<file path="config.mk">
export PLATFORM = sky130hd
export DESIGN_NAME = qq_host_if
export DESIGN_NICKNAME = d
export VERILOG_FILES = /design/src/rtl/qq_pkg.sv /design/src/rtl/qq_cmd_fifo.sv /design/src/rtl/qq_host_if.sv
export SDC_FILE = /design/constraint.sdc
export NUM_CORES = 1
export LEC_CHECK = 0
export BUFFER_PORTS_ARGS = -buffer_cell sky130_fd_sc_hd__buf_2
export CAP_MARGIN = 15
export CORE_MARGIN = 2
export CORE_UTILIZATION = 53
export CTS_BUF_LIST = sky130_fd_sc_hd__clkbuf_4 sky130_fd_sc_hd__clkbuf_8
export CTS_CLUSTER_DIAMETER = 100
export CTS_CLUSTER_SIZE = 20
export DETAILED_ROUTE_END_ITERATION = 8
export GPL_TIMING_DRIVEN = 0
export HOLD_SLACK_MARGIN = 0.12
export MAX_ROUTING_LAYER = met4
export PLACE_DENSITY = 0.82
export SLEW_MARGIN = 20
export SYNTH_ARGS = -nofsm -noshare
export SYNTH_HDL_FRONTEND = slang
export SYNTH_SLANG_ARGS = --single-unit
</file>
<file path="constraint.sdc">
create_clock -name clk -period 2.5 [get_ports clk]
set_input_delay 0.5 -clock clk [delete_from_list [all_inputs] [get_ports clk]]
set_output_delay 0.5 -clock clk [all_outputs]
set_load 0.03 [all_outputs]
</file>
<file path="src/rtl/qq_pkg.sv">
// Shared types and constants for the QuickQ host front end (qq_host_if, qq_cmd_fifo).
package qq_pkg;

    localparam int unsigned CMD_DATA_W = 32;
    localparam logic [31:0] EMPTY_VAL  = 32'hFFFF_FFFF;
    localparam logic [31:0] ERROR_VAL  = 32'h0000_0000;

    typedef enum logic {
        OP_ENQ = 1'b0,
        OP_DEQ = 1'b1
    } op_t;

    typedef enum logic [1:0] {
        IDLE,
        ISSUE,
        WAIT_DEQ,
        RESP
    } state_t;

    typedef struct packed {
        op_t                   op;
        logic [CMD_DATA_W-1:0] data;
    } cmd_t;

endpackage

</file>
<file path="src/rtl/qq_cmd_fifo.sv">
// Synchronous command FIFO of cmd_t; head is read straight from the storage registers.
module qq_cmd_fifo
    import qq_pkg::*;
#(
    parameter int unsigned DEPTH = 4
) (
    input  logic clk,
    input  logic reset_i,
    input  logic push,
    input  cmd_t push_data,
    input  logic pop,
    output logic full,
    output logic empty,
    output cmd_t head
);

    localparam int unsigned AW = $clog2(DEPTH);

    cmd_t          mem [DEPTH];
    logic [AW:0]   wr_ptr;
    logic [AW:0]   rd_ptr;

    // Extra pointer bit distinguishes full from empty when the indices match.
    assign empty = (wr_ptr == rd_ptr);
    assign full  = (wr_ptr[AW] != rd_ptr[AW]) && (wr_ptr[AW-1:0] == rd_ptr[AW-1:0]);
    assign head  = mem[rd_ptr[AW-1:0]];

    always_ff @(posedge clk) begin
        if (push && !full) begin
            mem[wr_ptr[AW-1:0]] <= push_data;
        end
    end

    always_ff @(posedge clk) begin
        if (reset_i) begin
            wr_ptr <= '0;
            rd_ptr <= '0;
        end else begin
            if (push && !full) begin
                wr_ptr <= wr_ptr + 1'b1;
            end
            if (pop && !empty) begin
                rd_ptr <= rd_ptr + 1'b1;
            end
        end
    end

endmodule

</file>
<file path="src/rtl/qq_host_if.sv">
// Host-side front end for the QuickQ chain: buffers ENQ/DEQ commands, paces chain pulses,
// tracks occupancy and returns one response per command. Optional counters: QQ_STATS_EN.
module qq_host_if
    import qq_pkg::*;
#(
    parameter int unsigned DATA_W    = 32,
    parameter int unsigned CAPACITY  = 8,
    parameter int unsigned CMD_DEPTH = 4,
    parameter int unsigned ISSUE_GAP = 3,
    parameter int unsigned DEQ_LAT   = 2
) (
    input  logic                           clk,
    input  logic                           reset_i,
    input  logic                           cmd_valid_i,
    output logic                           cmd_ready_o,
    input  op_t                            cmd_op_i,
    input  logic [DATA_W-1:0]              cmd_data_i,
    output logic                           rsp_valid_o,
    input  logic                           rsp_ready_i,
    output logic [DATA_W-1:0]              rsp_data_o,
    output logic                           rsp_err_o,
    output logic [DATA_W-1:0]              q_data_o,
    output logic                           q_write_o,
    output logic                           q_read_o,
    output logic                           q_reset_o,
    input  logic [DATA_W-1:0]              q_data_i,
    output logic [$clog2(CAPACITY+1)-1:0]  count_o,
    output logic                           full_o,
    output logic                           empty_o
`ifdef QQ_STATS_EN
    ,
    output logic [15:0]                    stat_enq_o,
    output logic [15:0]                    stat_deq_o,
    output logic [15:0]                    stat_err_o
`endif
);

    localparam int unsigned CNT_W = $clog2(CAPACITY + 1);
    localparam int unsigned GAP_W = $clog2(ISSUE_GAP + 1);
    localparam int unsigned LAT_W = $clog2(DEQ_LAT + 1);

    state_t              state, state_n;
    op_t                 cur_op, cur_op_n;
    logic [CNT_W-1:0]    count, count_n;
    logic [GAP_W-1:0]    gap, gap_n;
    logic [LAT_W-1:0]    lat, lat_n;
    logic [DATA_W-1:0]   rsp_data_q, rsp_data_n;
    logic                rsp_err_q, rsp_err_n;
    logic [DATA_W-1:0]   q_data_q, q_data_n;
    logic                q_reset_q;

    logic                fifo_push, fifo_pop, fifo_full, fifo_empty;
    cmd_t                push_cmd, head;

    assign cmd_ready_o = !fifo_full && !reset_i;
    assign fifo_push   = cmd_valid_i && cmd_ready_o;
    assign push_cmd    = '{op: cmd_op_i, data: CMD_DATA_W'(cmd_data_i)};

    qq_cmd_fifo #(.DEPTH(CMD_DEPTH)) u_cmd_fifo (
        .clk       (clk),
        .reset_i   (reset_i),
        .push      (fifo_push),
        .push_data (push_cmd),
        .pop       (fifo_pop),
        .full      (fifo_full),
        .empty     (fifo_empty),
        .head      (head)
    );

    always_ff @(posedge clk) begin
        q_reset_q <= reset_i;
        if (reset_i) begin
            state      <= IDLE;
            cur_op     <= OP_ENQ;
            count      <= '0;
            gap        <= '0;
            lat        <= '0;
            rsp_data_q <= '0;
            rsp_err_q  <= 1'b0;
            q_data_q   <= '0;
        end else begin
            state      <= state_n;
            cur_op     <= cur_op_n;
            count      <= count_n;
            gap        <= gap_n;
            lat        <= lat_n;
            rsp_data_q <= rsp_data_n;
            rsp_err_q  <= rsp_err_n;
            q_data_q   <= q_data_n;
        end
    end

    always_comb begin
        state_n    = state;
        cur_op_n   = cur_op;
        count_n    = count;
        gap_n      = (gap != '0) ? gap - 1'b1 : gap;
        lat_n      = lat;
        rsp_data_n = rsp_data_q;
        rsp_err_n  = rsp_err_q;
        q_data_n   = q_data_q;
        fifo_pop   = 1'b0;

        unique case (state)
            IDLE: begin
                if (!fifo_empty && gap == '0) begin
                    fifo_pop = 1'b1;
                    cur_op_n = head.op;
                    if (head.op == OP_ENQ && count == CNT_W'(CAPACITY)) begin
                        rsp_err_n  = 1'b1;
                        rsp_data_n = DATA_W'(ERROR_VAL);
                        state_n    = RESP;
                    end else if (head.op == OP_DEQ && count == '0) begin
                        rsp_err_n  = 1'b1;
                        rsp_data_n = DATA_W'(EMPTY_VAL);
                        state_n    = RESP;
                    end else begin
                        // Gap is loaded on entry so the pulse cycle itself counts toward spacing.
                        rsp_err_n = 1'b0;
                        gap_n     = GAP_W'(ISSUE_GAP - 1);
                        state_n   = ISSUE;
                        if (head.op == OP_ENQ) begin
                            q_data_n   = DATA_W'(head.data);
                            rsp_data_n = DATA_W'(head.data);
                        end
                    end
                end
            end
            ISSUE: begin
                if (cur_op == OP_ENQ) begin
                    count_n = count + 1'b1;
                    state_n = RESP;
                end else begin
                    count_n = count - 1'b1;
                    lat_n   = LAT_W'(DEQ_LAT - 1);
                    state_n = WAIT_DEQ;
                end
            end
            WAIT_DEQ: begin
                if (lat == '0) begin
                    rsp_data_n = q_data_i;
                    state_n    = RESP;
                end else begin
                    lat_n = lat - 1'b1;
                end
            end
            RESP: begin
                if (rsp_ready_i) begin
                    state_n = IDLE;
                end
            end
            default: state_n = IDLE;
        endcase
    end

    assign rsp_valid_o = (state == RESP);
    assign rsp_data_o  = rsp_data_q;
    assign rsp_err_o   = rsp_err_q;
    assign q_data_o    = q_data_q;
    assign q_write_o   = (state == ISSUE) && (cur_op == OP_ENQ);
    assign q_read_o    = (state == ISSUE) && (cur_op == OP_DEQ);
    assign q_reset_o   = q_reset_q;
    assign count_o     = count;
    assign full_o      = (count == CNT_W'(CAPACITY));
    assign empty_o     = (count == '0);

`ifdef QQ_STATS_EN
    logic [15:0] stat_enq, stat_deq, stat_err;
    logic        err_hit;

    assign err_hit = (state == IDLE) && (state_n == RESP);

    always_ff @(posedge clk) begin
        if (reset_i) begin
            stat_enq <= '0;
            stat_deq <= '0;
            stat_err <= '0;
        end else begin
            if (q_write_o && stat_enq != '1) begin
                stat_enq <= stat_enq + 16'd1;
            end
            if (q_read_o && stat_deq != '1) begin
                stat_deq <= stat_deq + 16'd1;
            end
            if (err_hit && stat_err != '1) begin
                stat_err <= stat_err + 16'd1;
            end
        end
    end

    assign stat_enq_o = stat_enq;
    assign stat_deq_o = stat_deq;
    assign stat_err_o = stat_err;
`endif

endmodule
</file>
# Yosys cells after proc, flatten, opt, wreduce, memory -nomap -nowiden
# Memory sizes are Yosys's and may differ from the RTL's. A register that Yosys moved wholly into a read port is not among the register bits.
# Cells that the tools add are included.
word_totals:
  register_bits: 83
  latchBits: 0
  ramBits: 132
  mem_bits_ro: 0
  input_bits: 69
  output_inout_bits: 76
  wordCells: 90
  memories: 1
mem_list:
  columns: ["memory", "depth", "width", "read_ports", "rd_clocked_by_memory_dff", "wr", "line", "rtl"]
  rows:
  - ["u_cmd_fifo.mem", 4, 33, 1, 1, 1, "qq_cmd_fifo.sv:19", "cmd_t mem [DEPTH];"]
classes:
  addsub: 6
  multipliers: 0
  div: 0
  magnitude_cmp: 0
  eq_ne: 13
  n_shift: 0
  muxes: 30
  bitwise_logic: 4
  reduce_logical: 25
ops:
  columns: ["operator", "count"]
  rows:
  - ["$mux 32", 5]
  - ["$pmux 32 s2", 1]
  - ["$mux 2", 14]
  - ["$logic_and 1x1->1", 10]
  - ["$ne 2x2->1 const B", 4]
  - ["$pmux 2 s4", 1]
  - ["$mux 1", 7]
  - ["$add 3x1->3 const B", 2]
  - ["$logic_not 2->1", 3]
  - ["$reduce_and 3->1", 2]
  - ["$reduce_bool 2->1", 3]
  - ["$reduce_and 5->1", 1]
  - ["$add 4x1->4 const B", 1]
  - ["$eq 2x2->1 const B", 2]
  - ["$eq 4x4->1 const B", 1]
  - ["$logic_not 4->1", 1]
  - ["$mux 4", 1]
  - ["$ne 4x4->1 const B", 1]
  - ["$not 1->1", 4]
  - ["$pmux 2 s2", 1]
  - ["$reduce_and 4->1", 1]
  - ["$sub 2x1->2 const B", 2]
  - ["$sub 4x1->4 const B", 1]
  - ["$eq 3x3->1", 1]
  - ["other kinds (6)", 8]

# Logic depth before layout (Yosys ltp)
# Gate-level depths: netlist (run 1).
logic_depth:
  ltp_word: 8
  ltp_mapped: 9
  ltp_nobuf: 7

# By module
# A second synthesis (run 1) with hierarchy kept.
hier_totals:
  cells_unflattened: 657
  hier_area_um2: 8851.0
by_module_without_submodules:
  columns: ["mod", "n_inst", "cells_each", "area_each_um2", "seq_area_each_um2"]
  rows:
  - ["qq_cmd_fifo", 1, 241, 5323.9, 4124.0]
  - ["qq_host_if", 1, 416, 3527.1, 1541.5]

# Least setup slack after synthesis (run 1)
# OpenSTA, ideal clock, no wires.
synth_path:
  path_kind: "reg-to-reg"
  from: "register count[0], in the netlist count_o[0]"
  to: "register rsp_data_q[1], in the netlist rsp_data_o[1]"
  setup_time_ns: 0.133
  arrival_ns: 2.463
  required_time_ns: 2.367
  slack_ns: -0.096
  path_stages_with_launch: 8
  path_buffers: 2
  path_cell_list: "dfxtp_1 > nor4_1 > nand3b_1 > o21a_1 > and2_1 > buf_1 > buf_2 > a311oi_1"
synth_between:
  elab_chain_cells: 6
  word_cells_on_any_way: 10
  classes_between: "eq/ne (2); mux (4); reduce/logical (4)"
synth_rtl:
  columns: ["element", "line", "rtl"]
  rows:
  - ["start, declared", "qq_host_if.sv:44", "logic [CNT_W-1:0] count, count_n;"]
  - ["start signal, assigned", "qq_host_if.sv:84", "count <= count_n;"]
  - ["$logic_not 4->1 (*)", null, null]
  - ["net empty_o", "qq_host_if.sv:29", "output logic empty_o"]
  - ["$logic_and 1x1->1 (*)", "qq_host_if.sv:113", "end else if (head.op == OP_DEQ && count == '0) begin"]
  - ["$mux 32", "qq_host_if.sv:113", null]
  - ["$mux 32", "qq_host_if.sv:109", "if (head.op == OP_ENQ && count == CNT_W'(CAPACITY)) begin"]
  - ["$mux 32", "qq_host_if.sv:106", "if (!fifo_empty && gap == '0) begin"]
  - ["$pmux 32 s2", "qq_host_if.sv:104", "unique case (state)"]
  - ["end signal, assigned", "qq_host_if.sv:87", "rsp_data_q <= rsp_data_n;"]
  - ["end, declared", "qq_host_if.sv:47", "logic [DATA_W-1:0] rsp_data_q, rsp_data_n;"]
# The timed path passes the listed nets; every way through them passes the cells marked *. The select of a mux whose other input is x is not followed.
# A chain may end at the register's enable or synchronous reset.

==> impl_metrics.yaml, run 1 <==
run_status:
  outcome: "finished, final reports clean"
floorplanning:
  rows: 47
  fp.dieW_um: 134
  io_pins: 145
  start_util: 0.540
  fp.dieH_um: 134
  core_um2: 16600
  dieArea_um2: 18000
logic_synthesis:
  yosysTopAreaCellShare: 0.442
  netlist_top_cells_area: "edfxtp_1 (44%), dfxtp_1 (19%), mux4_2 (8.3%)"
  ys_ff_latch: 217
  synth_area_um2: 8960
  synth_top_family_by_area: "compound AO/OA/AOI/OAI gates"
  synth_xor_area_frac: 0.0117
  synth-main-ff-cell: "edfxtp_1"
  synth_cells: 705
  synth.avg_cell_area_um2: 12.7
  synth_cell_type_count: 40
  seq_area_frac_synth: 0.632
  synth_top_area_cell: "edfxtp_1"
  synth_edf_count: 132
  synth_compound_area_frac: 0.119
  synth_most_common_cell: "edfxtp_1"
  yosysWarnings: 0
  ys_top_cells_by_count: "edfxtp_1 (132), nand2_1 (103), dfxtp_1 (85)"
  syn_nets: 787
  muxShareOfSynthArea: 0.0874
  async_reset_ff_frac: 0
  synth_fa_ha_area_frac: 0.0190
  yosys.area_share.simple: 0.0951
placed_design:
  place_congestion: 0.838
  dpl.hpwl_mm: 15.4
  portBuffers: 144
worst_setup_path:
  required_ps: 2930
  path_class: "reg -> reg"
  endpoint_kind: "register"
  cp-start-kind: "register"
  worstPathArrival_ps: 2900
  cp_max_fo: 10
finish:
  layout-drive-gt1-share: 0.288
  nNetsFinal: 949
  insertedDiodeCount: 0
  finish.utilization: 0.625
  fillers: 1314
  area_delta_synth_final_pct: 15.7
cts:
  clockBufferDepth: 3
  htreeDepth: 1
  cts-root-buf: "clkbuf_8"
  clk_pin_slew_ps: 140
  cts_sinks: 217
  cts.hold.buffers_added: 0
  cts_tree: "yes"
  cts_buffers: 14
  clock_latency_ps: 500
timing:
  rsz0062_at_grt: "yes"
  post-route-min-period_ps: 2470
  setup_viol: 0
  fin_skew_ps: 29.0
  worst_pin_slew_ps: 672
  slew_headroom: 0.552
  hold_viol: 0
  hold_ws_ps: 195
  fmax_mhz: 405
  post-route-period-util: 0.988
  maxSlewViolCount: 0
drt:
  dr.first_iter.drc_count: 658
  wl_per_cell_um: 19.4
  avgViaCountPerCell: 5.85
  drc_errors: 0
  wl_mm: 21.3
  firstDrtPassIters: 6
  via_count: 6403
  antenna_left: 0
global_routing:
  track_usage: 0.239
  grt_pass1_vias: 5956
  grt_max_degree: 27
  antenna_found_initial: 0
  overflow: 0
  grt_pass1_wl_mm: 32.5
pwr:
  ir_drop_v: 0.000575
  p_leak_uw: 0.00396
  p_total_uw: 11900
  powerDensity_nw_per_um2: 1140
job:
  max-cap-violations: 0
hold_path:
  hold_class: "in -> reg"
logic make-up after synthesis:
logic type,Yosys count
XOR/XNOR,12
AND/OR/NAND/NOR,202
AO/OA/AOI/OAI,154
buffers and inverters,70
multiplexers,37
adder cells (fa/ha/maj),13
flip-flops,217
report_power, final:
group | total, µW | switching [µW] | internal (µW)
Combinational | 5580 | 3510 | 2070
Sequential | 4530 | 288 | 4250
Clock | 1740 | 1060 | 684
Total | 11900 | 4860 | 7000
final timing paths:
kind                        startpoint                         to  slack [ps]  depth (start not counted)
min                            reset_i          q_reset_o$_DFF_P_         200                          1
max reg2reg                   register  q_data_o[21]$_SDFFE_PP0P_          30                          6
min reg2reg  q_data_o[16]$_SDFFE_PP0P_  q_data_o[16]$_SDFFE_PP0P_         460                          2
max                           register  q_data_o[21]$_SDFFE_PP0P_          30                          6
cells in the final DEF (no fill, tap or decap), drive strengths merged, types with 2 or more instances in the layout:
master | Yosys | final
a211o | 32 | 32
a21oi | 73 | 73
a311oi | 34 | 34
a31o | 2 | 2
a31oi | 3 | 3
and2 | 10 | 10
buf | 29 | 176
clkbuf | 30 | 52
dfxtp | 85 | 85
edfxtp | 132 | 132
ha | 12 | 12
inv | 11 | 11
mux2i | 4 | 4
mux4 | 33 | 33
nand2 | 103 | 103
nand3 | 32 | 32
nor2 | 47 | 47
nor2b | 2 | 2
nor3 | 2 | 2
o22ai | 2 | 2
xnor2 | 9 | 9
xor2 | 3 | 3
metrics by stage:
step                setup WS (ps)  std cells  cell area, µm²  TNS, ps
global route                -61.0       1095           10400    -61.0
global placement             -752       1069            9960   -92020
floorplan                    50.2        705            8970        0
detailed placement          -20.3       1073           10100    -20.3
finish                       30.4       1095           10400        0
CTS                          3.28       1096           10300        0
metal layers:
metal / global-route usage / vias up / part of all wire
met5: - / - / 0
met4: 0.0538 / 0 / 0.016
met1: 0.327 / 3144 / 0.41
li1: - / 2948 / -
met3: 0.0378 / 28 / 0.081
met2: 0.383 / 283 / 0.49
final cells by class:
cell class              count  area [µm²]  share of cell area
flip-flops and latches    217        5670               0.547
well taps                 220         275              0.0266
repair buffers            148         816              0.0787
inverters                  11        41.3             0.00398
multi-input cells         418        3010               0.291
clock buffers              23         267              0.0257
clock inverters             1        5.00            0.000483
plain buffers              57         282              0.0272
registers in the layout (all words and copies together), names as in the netlist, named ones only:
register,cells
q_data_o,32
q_reset_o,1
rsp_data_o,32
u_cmd_fifo.mem,132
u_cmd_fifo.rd_ptr,3
u_cmd_fifo.wr_ptr,3
gap,2
lat,2
cur_op,1
rsp_err_o,1
count_o,4
state,2
worst max-delay path, stage by stage, from the launching register on:
cell and delay (ps):
dfxtp_1 350, buf_6 130, mux4_2 570, a21oi_1 460, clkbuf_1 480, nand3_1 230
a21oi_1 160
repair_timing:
| item | 4_1_cts | 5_1_grt |
|---|---|---|
| buffers inserted | 0 | 0 |
| resized for setup | 5 | 14 |
| setup endpoints to repair | 27 | 64 |
(Power assumes the default switching activity.)
==> run 2: changes to the inputs <==
--- a/config.mk
+++ b/config.mk
@@ -8,7 +8,7 @@
 export BUFFER_PORTS_ARGS = -buffer_cell sky130_fd_sc_hd__buf_2
 export CAP_MARGIN = 15
 export CORE_MARGIN = 2
-export CORE_UTILIZATION = 53
+export CORE_UTILIZATION = 40
 export CTS_BUF_LIST = sky130_fd_sc_hd__clkbuf_4 sky130_fd_sc_hd__clkbuf_8
 export CTS_CLUSTER_DIAMETER = 100
 export CTS_CLUSTER_SIZE = 20
@@ -16,7 +16,7 @@
 export GPL_TIMING_DRIVEN = 0
 export HOLD_SLACK_MARGIN = 0.12
 export MAX_ROUTING_LAYER = met4
-export PLACE_DENSITY = 0.82
+export PLACE_DENSITY = 0.65
 export SLEW_MARGIN = 20
 export SYNTH_ARGS = -nofsm -noshare
 export SYNTH_HDL_FRONTEND = slang
==> run 2 against run 1 <==
Net effect: worst hold slack got worse by 15 ps; total power is 1.4% higher; fmax is 4.9% higher; setup slack better by 110 ps; clock power hardly changed; sequential cell count is the same; via count is 2.2% lower; critical path type is now in -> out.
==> impl_metrics.yaml, run 2 (synthesis gave the netlist of run 1 again) <==
run_status:
  outcome: "finished, final reports clean"
worst_setup_path:
  worstPathCellList: "buf_2 -> clkbuf_2 -> clkbuf_1 -> a31oi_1 -> buf_2"
  required_ps: 2000
  cp-start-kind: "input pin"
  path_delay_family: "buffers and inverters"
  cp_max_fo: 10
  r2r_slack_ps: 180
  critPathMaxStageDelay_ps: 480
  cp_common_cell: "buf_2"
  reg2reg_to: "rsp_data_o[2]$_SDFFE_PP0P_"
  path_class: "in -> out"
  cp_slowest_cell: "clkbuf_1"
  critPathBufInv: 4
  worstRegToRegCells: 8
  worstPathArrival_ps: 1860
  endpoint_kind: "output pin"
finish:
  multi_input_area_um2: 3030
  area_delta_synth_final_pct: 16.8
  layout_commonest_cell: "buf_2"
  finish.utilization: 0.478
  finalNonFillerCells: 1159
  nNetsFinal: 951
  layout-drive-gt1-share: 0.296
  seqCellArea_um2: 5670
  largest_register_ffs: 132
  final_cell_mix: "buf_2 (163), edfxtp_1 (132), nand2_1 (102), dfxtp_1 (85), a21oi_1 (71)"
  fillers: 2025
placed_design:
  dp_cells: 1133
  dpl.hpwl_mm: 16.6
  place_congestion: 0.867
  portBuffers: 144
cts:
  cts_buffers: 14
  clk_pin_slew_ps: 140
  cts-root-buf: "clkbuf_8"
  cts_sinks: 217
  clockBufferDepth: 3
  clock_latency_ps: 530
  cts.hold.buffers_added: 0
  htreeDepth: 1
  cts_tree: "yes"
global_routing:
  track_usage: 0.193
  grt_max_degree: 27
  overflow: 0
  antenna_found_initial: 2
  grt_pass1_wl_mm: 34.7
  grt_pass1_vias: 6047
pwr:
  switching_share: 0.412
  p_int_uw: 7070
  pwr-share-seq: 0.377
  powerDensity_nw_per_um2: 1150
  p_leak_uw: 0.00398
  power_switching_uw: 4960
  ir_drop_v: 0.000540
  clockPowerShare: 0.146
  combPwrFrac: 0.477
timing:
  rsz0062_at_grt: "no"
  slew_headroom: 0.536
  post-route-period-util: 0.942
  fin_skew_ps: 38.6
  maxSlewViolCount: 0
  worst_pin_slew_ps: 696
  hold_viol: 0
  fmax_mhz: 425
  setup_viol: 0
  post-route-min-period_ps: 2360
drt:
  m1WireLength_mm: 9.95
  antenna_left: 0
  top_layer: "met4"
  avgViaCountPerCell: 5.40
  firstDrtPassIters: 5
  wl_per_cell_um: 19.5
  dr.first_iter.drc_count: 486
  drc_errors: 0
  via_count: 6261
  routed-wl-met3_mm: 1.48
  wl_met2_mm: 10.7
  wl_mm: 22.7
job:
  max-cap-violations: 0
floorplanning:
  core_um2: 21900
  rows: 54
  start_util: 0.409
  fp.dieH_um: 154
  dieArea_um2: 23600
  fp.dieW_um: 154
  io_pins: 145
hold_path:
  hold_class: "in -> reg"
  hold_start: "cmd_data_i[19]"
  whs_endpoint: "u_cmd_fifo.mem[3][19]$_DFFE_PP_"
  worstHoldPathCells: 1
==> run 2: worst register-to-register path, cell delays in order (launching register included) <==
cell	delay [ps]
dfxtp_1	350
buf_6	130
mux4_2	610
nand3b_1	130
o21a_2	220
and2_1	140
buf_1	210
clkbuf_4	270
a311oi_1	110
==> run 2: power by group through the flow <==
stage / Combinational [µW] / Clock (µW) / Sequential [µW]
floorplan: 3450 / 0 / 5160
global placement: 5490 / 0 / 4610
detailed placement: 5580 / 0 / 4610
CTS: 5640 / 1810 / 4530
global route: 6230 / 1940 / 4580
finish: 5730 / 1760 / 4530
==> run 2: worst max path at each step <==
stage	start	slack, ps	end	cells past startpoint
6_report	reset_i	140	cmd_ready_o	5
2_1_floorplan	u_cmd_fifo.wr_ptr[0]$_SDFFE_PP0P_	50	u_cmd_fifo.mem[3][0]$_DFFE_PP_	3
3_3_place_gp	cmd_valid_i	-830	u_cmd_fifo.mem[3][7]$_DFFE_PP_	4
4_1_cts	state[0]$_SDFFE_PP0P_	0.6	q_data_o[25]$_SDFFE_PP0P_	9
5_1_grt	u_cmd_fifo.wr_ptr[0]$_SDFFE_PP0P_	40	u_cmd_fifo.wr_ptr[2]$_SDFFE_PP0P_	6
3_5_place_dp	state[0]$_SDFFE_PP0P_	-100	q_data_o[25]$_SDFFE_PP0P_	9
==> run 2: layer usage <==
layer  up-vias  global-route usage
li1       2945                   -
met1      3073               0.260
met2       211               0.307
met5         -                   -
met4         0              0.0489
met3        32              0.0321
==> run 2: through the flow <==
stage | TNS (ps) | worst slack [ps] | hold WS [ps] | area, µm² | power (µW)
global route | 0 | 36.8 | 170 | 10500 | 12800
floorplan | 0 | 50.2 | 437 | 8970 | 8610
global placement | -103550 | -828 | 443 | 10000 | 10100
finish | 0 | 145 | 180 | 10500 | 12000
CTS | 0 | 0.609 | 165 | 10400 | 12000
detailed placement | -1840 | -104 | 449 | 10100 | 10200
==> run 2: layout make-up <==
type / instances / area share
Sequential cell: 217 / 0.541
Multi-Input combinational cell: 418 / 0.289
Timing Repair Buffer: 150 / 0.0779
Tap cell: 280 / 0.0335
Buffer: 57 / 0.0277
Clock buffer: 23 / 0.0255
Inverter: 11 / 0.00394
Clock inverter: 1 / 0.000478
Antenna cell: 2 / 0.000478
==> run 2: repair_timing <==
item / CTS / global route
endpoints found under the setup margin: 108 / 62
setup buffers: 0 / 2
endpoints found under the hold margin: 0 / 0
pin swaps: 0 / 0
gates cloned: 0 / 0
gates resized for setup: 9 / 21
